===== src/rtl/plc_io_pkg.sv =====
// Shared constants and helpers for the PLC field-input conditioning path.
// Channel count, counter width and default filter settings live here.
package plc_io_pkg;

    localparam int N_CH          = 16;
    localparam int CNT_W         = 4;
    localparam int PRESC_DIV_DEF = 1000;
    localparam int PRESC_W_DEF   = 16;

    localparam logic [CNT_W-1:0] FILT_LEN_DEF = CNT_W'(4);

    // A programmed length of zero behaves as a single-tick filter.
    function automatic logic [CNT_W-1:0] eff_len(input logic [CNT_W-1:0] len);
        return (len == '0) ? CNT_W'(1) : len;
    endfunction

endpackage


===== src/rtl/debounce_channel.sv =====
// One input channel: 2-FF synchronizer, tick-based debounce counter,
// stable value and sticky change flag. PULSE_CATCH_EN adds a rising-edge latch.
module debounce_channel
    import plc_io_pkg::*;
(
    input  logic             clk,
    input  logic             clr,
    input  logic             run,
    input  logic             tick,
    input  logic             raw,
    input  logic [CNT_W-1:0] len,
    input  logic             ack,
`ifdef PULSE_CATCH_EN
    input  logic             scan_end,
`endif
    output logic             word,
    output logic             chg
);

    logic             s1;
    logic             s2;
    logic             stable;
    logic [CNT_W-1:0] cnt;
    logic             hit;

    assign hit = ({1'b0, cnt} + (CNT_W+1)'(1)) >= {1'b0, len};

    // Bring the asynchronous field input into the clock domain.
    always_ff @(posedge clk) begin
        if (!clr) begin
            s1 <= 1'b0;
            s2 <= 1'b0;
        end else begin
            s1 <= raw;
            s2 <= s1;
        end
    end

    // Count consecutive differing ticks; accept once the run reaches len.
    always_ff @(posedge clk) begin
        if (!clr) begin
            cnt    <= '0;
            stable <= 1'b0;
            chg    <= 1'b0;
        end else begin
            chg <= chg & ~ack;
            if (!run || (s2 == stable)) begin
                cnt <= '0;
            end else if (tick) begin
                if (hit) begin
                    stable <= s2;
                    cnt    <= '0;
                    chg    <= 1'b1;
                end else begin
                    cnt <= cnt + CNT_W'(1);
                end
            end
        end
    end

`ifdef PULSE_CATCH_EN
    logic s2_prev;
    logic latch;

    // Remember any rising edge until the end of the next image scan.
    always_ff @(posedge clk) begin
        if (!clr) begin
            s2_prev <= 1'b0;
            latch   <= 1'b0;
        end else begin
            s2_prev <= s2;
            latch   <= (s2 & ~s2_prev) | (latch & ~scan_end);
        end
    end

    assign word = stable | latch;
`else
    assign word = stable;
`endif

endmodule


===== src/rtl/input_debounce.sv =====
// PLC input conditioning: prescaler, N_CH debounce channels, WE word register.
// Optional macro PULSE_CATCH_EN enables per-channel short-pulse latches.
module input_debounce
    import plc_io_pkg::*;
#(
    parameter int PRESC_DIV = PRESC_DIV_DEF,
    parameter int PRESC_W   = PRESC_W_DEF
) (
    input  logic             CLK,
    input  logic             CLR,
    input  logic             RUN,
    input  logic [N_CH-1:0]  IN_RAW,
    input  logic [CNT_W-1:0] FILT_LEN,
    input  logic             FREEZE,
    input  logic             ACK,
    output logic [N_CH-1:0]  WE,
    output logic [N_CH-1:0]  CHG,
    output logic             TICK
);

    localparam logic [PRESC_W-1:0] LAST = PRESC_W'(PRESC_DIV - 1);

    logic [PRESC_W-1:0] presc;
    logic [CNT_W-1:0]   len;
    logic [N_CH-1:0]    word;

    assign len  = eff_len(FILT_LEN);
    assign TICK = CLR & RUN & (presc == LAST);

    // Free-running tick prescaler, parked at zero while the filter is idle.
    always_ff @(posedge CLK) begin
        if (!CLR || !RUN || (presc == LAST)) begin
            presc <= '0;
        end else begin
            presc <= presc + PRESC_W'(1);
        end
    end

`ifdef PULSE_CATCH_EN
    logic freeze_q;
    logic scan_end;

    assign scan_end = freeze_q & ~FREEZE;

    // Track FREEZE to find the end of each image scan.
    always_ff @(posedge CLK) begin
        if (!CLR) begin
            freeze_q <= 1'b0;
        end else begin
            freeze_q <= FREEZE;
        end
    end
`endif

    for (genvar i = 0; i < N_CH; i++) begin : g_ch
        debounce_channel u_ch (
            .clk      (CLK),
            .clr      (CLR),
            .run      (RUN),
            .tick     (TICK),
            .raw      (IN_RAW[i]),
            .len      (len),
            .ack      (ACK),
`ifdef PULSE_CATCH_EN
            .scan_end (scan_end),
`endif
            .word     (word[i]),
            .chg      (CHG[i])
        );
    end

    // Present the filtered word to the CPU; hold it steady during a scan.
    always_ff @(posedge CLK) begin
        if (!CLR) begin
            WE <= '0;
        end else if (!FREEZE) begin
            WE <= word;
        end
    end

endmodule


===== config.mk =====
export PLATFORM = sky130hd
export DESIGN_NAME = input_debounce
export DESIGN_NICKNAME = d
export VERILOG_FILES = /design/src/rtl/plc_io_pkg.sv /design/src/rtl/debounce_channel.sv /design/src/rtl/input_debounce.sv
export SDC_FILE = /design/constraint.sdc
export NUM_CORES = 1
export LEC_CHECK = 0
export BUFFER_PORTS_ARGS = -buffer_cell sky130_fd_sc_hd__buf_2
export CAP_MARGIN = 20
export CORE_MARGIN = 5
export CORE_UTILIZATION = 35
export DETAILED_ROUTE_END_ITERATION = 6
export GPL_ROUTABILITY_DRIVEN = 0
export PLACE_DENSITY = 0.54
export SLEW_MARGIN = 0
export SYNTH_ARGS = -nofsm -noshare
export SYNTH_HDL_FRONTEND = slang
export SYNTH_HIERARCHICAL = 1
export SYNTH_SLANG_ARGS = --single-unit

===== constraint.sdc =====
create_clock -name CLK -period 10.88 [get_ports CLK]
set_clock_uncertainty 0.05 [all_clocks]
set_input_delay 0.544 -clock CLK [delete_from_list [all_inputs] [get_ports CLK]]
set_output_delay 0.544 -clock CLK [all_outputs]
set_load 0.02 [all_outputs]

**After elaboration in Yosys (flattened, before gate mapping)**

Cells that the tools add are included.

- Bits in registers: 160
- Output and inout port bits: 33

- Add/subtract/negate cells: 33
- $lt $le $gt $ge: 16
- Eq/ne operators: 17
- Muxes and demuxes: 65
- Bitwise operators: 36
- Reductions and logical operators: 53

Operator list:

| kind | count |
|---|---|
| adder 4 x 1 -> 5 bit (second input constant) | 16 |
| >= comparator 5 x 4 -> 1 bit | 16 |
| 2-to-1 mux 4 bit | 17 |
| adder 4 x 1 -> 4 bit (second input constant) | 16 |
| 2-to-1 mux 1 bit | 48 |
| AND reduction 3 bit | 16 |
| OR reduction 2 bit | 16 |
| AND 1 bit | 18 |
| logical OR 1 bit | 18 |
| inverter 1 bit | 18 |
| adder 16 x 1 -> 16 bit (second input constant) | 1 |
| == test 1 bit | 16 |
| == test 16 x 10 -> 1 bit (second input constant) | 1 |
| logical NOT 4 bit | 1 |
| logical NOT 1 bit | 2 |

**Longest topological paths before layout**

Gate-level depths: netlist of the first run.

- Word-level depth: 6
- Gate-level depth with buffers: 7
- Depth with buffers taken out: 7

**Cells and area by module**

The synthesis of the first run kept the hierarchy.

By module, submodules not included:

| module | instances | cells each | area each (µm²) | seq. area each (µm²) |
|---|---|---|---|---|
| debounce_channel | 16 | 56 | 491.7 | 160.2 |
| input_debounce | 1 | 139 | 1,338.8 | 640.6 |

**Worst setup path before layout of the first run**

OpenSTA, ideal clock, no wires.

- Path kind: register -> register
- Start: register presc[3]
- End: register g_ch[0].u_ch.stable
- Setup time: 0.125 ns
- Arrival time: 4.979 ns
- Required time: 10.705 ns
- Path slack: 5.726 ns
- Cell stages (with the launch flop): 7
- Buffers on the path: 0
- Path through: dfxtp_1 > or4_1 > or4_4 > nor2_1 > and3_1 > o211ai_1 > mux2i_1

- Word-level cells in the longest chain between the ends: 3

Ends and longest elaborated chain:

| element | RTL line | RTL |
|---|---|---|
| from (decl) | input_debounce.sv:23 | `logic [PRESC_W-1:0] presc;` |
| from (signal assigned) | input_debounce.sv:35 | `presc <= presc + PRESC_W'(1);` |
| == test 16 x 10 -> 1 bit | input_debounce.sv:28 | `assign TICK = CLR & RUN & (presc == LAST);` |
| AND 1 bit | input_debounce.sv:28 |  |
| net TICK | input_debounce.sv:18 | `output logic TICK` |
| AND reduction 3 bit (no source line) | -- |  |
| to (signal assigned) | debounce_channel.sv:43 | `stable <= 1'b0;` |
| to (signal assigned) | debounce_channel.sv:51 | `stable <= s2;` |
| to (decl) | debounce_channel.sv:22 | `logic stable;` |

The timed path passes the listed nets, and every way through them passes these cells.
A chain may end at the register's enable or synchronous reset.

**Final worst setup path of the first run**

- Start: register presc[3]
- End: output TICK

- Word-level cells in the longest chain between the ends: 2

Ends and longest elaborated chain:

| element | RTL line |
|---|---|
| == test 16 x 10 -> 1 bit | input_debounce.sv:28 |
| AND 1 bit | input_debounce.sv:28 |
| to (decl) | input_debounce.sv:18 |

No other way between the ends.

==> summary.md, run 1 <==
| Metric | Value |
|---|---|
| YS warnings | 6 |
| Post-DR vias/cell | 5.11 |
| Final setup viols | 0 |
| Post-CTS Setup Inserts | 0 |
| First-iteration detailed-routing DRC count | 332 |
| Min-delay src | IN_RAW[8] |
| Syn Inst Count | 1,035 |
| Die height | 172 µm |
| Synth Cell Area | 9210 µm² |
| Post-CTS sizing | 0 |
| Worst hold path class | in2reg |
| Vias in the first global route | 7,027 |
| Crit path DAT | 3.63 ns |
| Ports | 58 |
| Slew headroom | 0.331 |
| Reg2reg setup slack | 7.26 ns |
| R2R cell count | 7 |
| Drt drc | 0 |
| Number of synthesized register bits | 160 |
| Top_reg_cell synth | dfxtp_1 |
| CTS tree | yes |
| P per Cell Area | 121 nW/µm² |
| Layout cell share with drive strength beyond 1 | 0.113 |
| Total wire length | 20,200 µm |
| EDFF count, synth | 0 |
| Worst reg2reg path startpoint | presc[3]$_SDFF_PP0_ |
| First-pass DRT Iterations | 4 |
| Nature of the critical path endpoint | output pin |
| Max Cap Viol | 0 |
| Initial antenna violation count | 0 |
| Synth-to-Final Area Change | 14.1% |
| Status | finished, final reports clean |
| Net Count, Synth | 1,141 |
| Endpoint, Worst Hold | g_ch[8].u_ch/s1$_SDFF_PN0_ |
| CTS Buffer Depth | 2 |
| Leak Pwr | 4.95 nW |
| GRT Total Usage | 0.139 |
| WL/cell | 13.9 µm |
| Seq/Total Area, Yosys | 0.348 |
| Grt ovf | 0 |
| Die Footprint | 29,600 µm² |
| Clock sinks | 160 |
| FF+latch area | 3200 µm² |
| VDD IR max | 0.0000835 V |
| Via count | 7,429 |
| # H-tree levels | 4 |
| Final Max Slew Viols | 0 |
| Area occupied by multi-input gates | 5780 µm² |
| Highest net fanout along the worst path | 64 |
| Largest net degree at the start of global routing | 65 |
| Worst setup path class | reg2out |
| Final hold viol count | 0 |
| FP Rows | 59 |
| Antenna Nets Post-Route | 0 |
| Synth top area share | 0.348 |
| First-pass GRT wire length | 33,800 µm |
| TNS Setup | 0 ns |
| Synth async-reset ratio | 0 |
| Req. time, crit path | 10.29 ns |
| Slew of the pin with the lowest slew margin | 1.00 ns |
| FILL cells | 2,651 |
| Initial Util | 0.354 |
| FMAX | 237 MHz |
| Final core occ | 0.404 |
| Worst setup SP type | flip-flop |
| Num CTS Buffers | 17 |
| Antenna Cells | 0 |
| Clk pin slew, worst setup/hold paths | 0.07 ns |
| Area contributors post-synth | dfxtp_1, ha_1, nand2_1 |
| Core Region | 26,000 µm² |
| RSZ-0062 raised after global routing | false |
| Crit share post-route | 0.388 |
| R2R Path End | g_ch[6].u_ch/cnt[0]$_SDFFE_PP0P_ |
| Hold buffers post-CTS | 0 |
| DP HPWL | 13,800 µm |
| Area leader, netlist | dfxtp_1 |
| Hold depth | 2 |
| Clk root buf | clkbuf_16 |
| Avg Cell Area, Syn | 8.90 µm² |
| Min Tclk post-route | 4.22 ns |
| Nets | 1,213 |
| Port buffer count | 57 |
| Worst skew pair latency | 0.43 ns |
| Count of cell types in the netlist | 35 |
| Die W | 172 µm |
## logic make-up after synthesis
| group | count (synthesis) | share of synthesized area |
|---|---|---|
| buffers and inverters | 58 | 0.0246 |
| muxes | 32 | 0.0348 |
| adders and majority gates | 81 | 0.110 |
| DFF | 160 | 0.348 |
| xor gates and xnor gates | 61 | 0.0580 |
| AOI/OAI and AO/OA | 210 | 0.173 |
| and+or+nand+nor | 433 | 0.252 |
## worst max-delay path by stage
stage | from | endpoint | cells past startpoint
floorplan | presc[3]$_SDFF_PP0_ | g_ch[0].u_ch/word$_SDFFE_PN0P_ | 6
global placement | presc[3]$_SDFF_PP0_ | TICK | 5
detailed placement | presc[3]$_SDFF_PP0_ | TICK | 5
CTS | presc[3]$_SDFF_PP0_ | TICK | 5
global route | presc[3]$_SDFF_PP0_ | TICK | 5
finish | presc[3]$_SDFF_PP0_ | TICK | 5
## placed cells by master, fill, tap and decap left out, types with 17 or more instances in the layout
master	instances
buf_2	56
nor3_1	20
xnor2_1	27
xor2_1	34
mux2i_1	32
and2_1	32
nor2_1	98
nand2b_1	48
o21ai_0	49
ha_1	81
a21oi_1	33
dfxtp_1	160
inv_1	51
nand3_1	53
nand2_1	101
clkbuf_16	17
a32o_1	32
## cells in the mapped netlist, drive strengths merged (20+ instances only)
library cell and n:
a21oi 49, a32o 32, and2 32, dfxtp 160
ha 81, inv 51, mux2i 32, nand2 101
nand2b 64, nand3 54, nor2 99, nor3 20
o21ai 49, xnor2 27, xor2 34
## per-layer routing
metal  vias up  part of all wire  wire length [µm]  GRT usage
met5         -                 0                 0          0
met4         0             0.010               206     0.0352
met3        11             0.025               506     0.0258
met2        71              0.46              9300      0.231
met1      3483              0.50             10200      0.186
li1       3864                 -                 -          -
## worst max-delay path: stages, from the launching register on
cell     delay (ns)
dfxtp_1        0.36
or4_1          0.54
or4_4          0.57
nor2_4         0.77
buf_4          0.64
buf_2          0.28
## where the power goes
group	switching, W	internal (W)
registers	0.00000245	0.000591
clock network	0.000257	0.000348
logic	0.0000447	0.0000294
total	0.000304	0.000969
## stage by stage
step / area, µm² / power [W] / setup WS, ns / hold slack [ns] / std cells
after global routing: 10500 / 0.00132 / 6.47 / 0.256 / 1455
final: 10500 / 0.00127 / 6.66 / 0.266 / 1455
after floorplan: 9210 / 0.000655 / 5.73 / 0.362 / 1035
after CTS: 10500 / 0.00130 / 6.65 / 0.250 / 1455
after global placement: 9910 / 0.000682 / 7.15 / 0.366 / 1423
after detailed placement: 9910 / 0.000682 / 7.12 / 0.371 / 1423
## cell type report
type | instances | share of cell area
clock buffer | 19 | 0.0422
clock inverter | 13 | 0.0143
inverter | 51 | 0.0182
multi-input combinational | 817 | 0.551
sequential | 160 | 0.305
tap | 335 | 0.0399
timing repair buffer | 60 | 0.0295
## flip-flops by register name (all words and copies together), names as in the netlist
| signal | count |
|---|---|
| g_ch.u_ch/word | 16 |
| presc | 16 |
| g_ch.u_ch/cnt | 64 |
| g_ch.u_ch/s2 | 16 |
| g_ch.u_ch/s1 | 16 |
| g_ch.u_ch/chg | 16 |
| WE | 16 |
No activity file was read; power rests on OpenSTA's default activity.
==> inputs of run 2 (changes only) <==
Clock period 10.88 ns to 4 ns, I/O delays scaled along.
==> run 2 against run 1 <==
Net effect:
- via count up 0.36%
- highest routed layer unchanged
- register-to-register slack worse by 6.0 ns
- clock power rose to 2.9 times the previous value
- first-iteration DRC count down 0.30%
==> summary.md, run 2 (synthesized netlist as in run 1, its figures left out) <==
| Metric | Value |
|---|---|
| Crit path max-delay family | simple AND/OR/NAND/NOR gates |
| Crit path DAT | 2.77 ns |
| Initial antenna violation count | 0 |
| Min Tclk post-route | 3.02 ns |
| Die W | 172 µm |
| FILL cells | 2,557 |
| Worst setup SP type | flip-flop |
| CTS tree | yes |
| TNS Setup | 0 ns |
| Nature of the critical path endpoint | output pin |
| Max Cap Viol | 0 |
| Worst setup path class | reg2out |
| Slew of the pin with the lowest slew margin | 0.714 ns |
| Req. time, crit path | 3.75 ns |
| Core Region | 26,000 µm² |
| Antenna Nets Post-Route | 0 |
| Die Footprint | 29,600 µm² |
| Nets | 1,231 |
| Vias in the first global route | 7,211 |
| FP Rows | 59 |
| Post-CTS sizing | 0 |
| Ports | 58 |
| Status | finished, final reports clean |
| Num CTS Buffers | 17 |
| Port buffer count | 57 |
| # H-tree levels | 4 |
| Register with the most flip-flops | g_ch.u_ch/cnt |
| First-pass GRT wire length | 35,000 µm |
| Synth-to-Final Area Change | 16.4% |
| FMAX | 331 MHz |
| Largest net degree at the start of global routing | 65 |
| Worst path buffer plus inverter count | 2 |
| Worst skew pair latency | 0.42 ns |
| Worst hold path class | in2reg |
| Leak Pwr | 5.05 nW |
| Final Max Slew Viols | 0 |
| DP HPWL | 14,100 µm |
| Layout cell share with drive strength beyond 1 | 0.112 |
| Commonest cells after routing, fill and taps aside | dfxtp_1, nand2_1, nor2_1 |
| Slew headroom | 0.524 |
| First-pass DRT Iterations | 7 |
| RSZ-0062 raised after global routing | false |
| Number of flip-flops under the largest register name | 64 |
| P per Cell Area | 336 nW/µm² |
| Grt ovf | 0 |
| Die height | 172 µm |
| Commonest non-fill, non-tap cell in the layout | dfxtp_1 |
| VDD IR max | 0.000254 V |
| GRT Total Usage | 0.144 |
| Crit path cell chain | or4_1 -> or4_4 -> nor2_4 -> buf_4 -> buf_2 |
| WL/cell | 14.0 µm |
| Highest net fanout along the worst path | 64 |
| CP max stage cell | or4_4 |
| Clock sinks | 160 |
| Crit path largest cell delay | 0.56 ns |
| Total wire length | 20,700 µm |
| Final setup viols | 0 |
| Crit share post-route | 0.756 |
| Hold WS | 0.182 ns |
| Clk root buf | clkbuf_16 |
| Initial Util | 0.354 |
| Clk pin slew, worst setup/hold paths | 0.06 ns |
| First-iteration detailed-routing DRC count | 331 |
| Final hold viol count | 0 |
| Drt drc | 0 |
| Via count | 7,456 |
| CTS Buffer Depth | 2 |
| Post-DR vias/cell | 5.07 |
-- run 2: cell types whose count changed in the layout (fill, tap and decap cells not counted), sizes merged --
cell	delta
buf	+2
dlygate4sd3	+16
diode	+1
clkinvlp	-3
bufinv	+3
clkinv	+3
inv	-5
-- run 2: stage by stage --
step / area (µm²) / total power [W] / setup WS (ns) / cells / util
6_report: 10700 / 0.00360 / 0.976 / 1472 / 0.412
5_1_grt: 10700 / 0.00376 / 0.824 / 1471 / 0.412
4_1_cts: 10700 / 0.00367 / 0.951 / 1471 / 0.412
3_5_place_dp: 9920 / 0.00186 / 1.22 / 1425 / 0.382
3_3_place_gp: 9920 / 0.00186 / 1.26 / 1425 / 0.382
2_1_floorplan: 9210 / 0.00178 / 0.0482 / 1035 / -
-- run 2: cell type report --
cell class	count	area, µm²	share of cell area
inverter	51	191	0.0179
clock inverter	11	189	0.0176
multi-input combinational	817	5780	0.540
timing repair buffer	78	485	0.0453
antenna	1	2.50	0.000233
sequential	160	3200	0.299
tap	335	419	0.0391
clock buffer	19	443	0.0413
-- run 2: worst reg2reg max path, delay by kind of cell, from the launching register on --
kind,cells,cell delay (ns)
AND/OR/NAND/NOR,4,1.39
buffers and inverters,1,0.50
AO/OA/AOI/OAI,2,0.42
flip-flops,1,0.36
-- run 2: report_power, final --
group | total, W | switching, W | leakage (nW) | internal, W
Clock | 0.00177 | 0.000655 | 0.305 | 0.00112
Combinational | 0.000217 | 0.000126 | 3.45 | 0.0000908
Sequential | 0.00162 | 0.00000638 | 1.30 | 0.00161
-- run 2: timing repair --
action,4_1_cts,5_1_grt
hold buffers,16,0
setup buffers,0,0
endpoints found under the hold margin,16,0
-- run 2: final timing paths --
kind                                            startpoint                                 to  slack (ns)  cells after the start
worst max-delay path                   presc[3]$_SDFF_PP0_                               TICK        0.98                      5
worst min-delay path                                   CLR    g_ch[15].u_ch/word$_SDFFE_PN0P_        0.18                      3
worst max register to register         presc[3]$_SDFF_PP0_  g_ch[13].u_ch/cnt[0]$_SDFFE_PP0P_        1.22                      7
worst min register to register  g_ch[8].u_ch/s1$_SDFF_PN0_         g_ch[8].u_ch/s2$_SDFF_PN0_        0.38                      1
-- run 2: per-layer routing --
| layer | vias up | track usage | wire length [µm] |
|---|---|---|---|
| li1 | 3905 | - | - |
| met2 | 91 | 0.245 | 9730 |
| met5 | - | 0 | 0 |
| met4 | 0 | 0.0400 | 295 |
| met1 | 3443 | 0.185 | 10000 |
| met3 | 17 | 0.0299 | 613 |
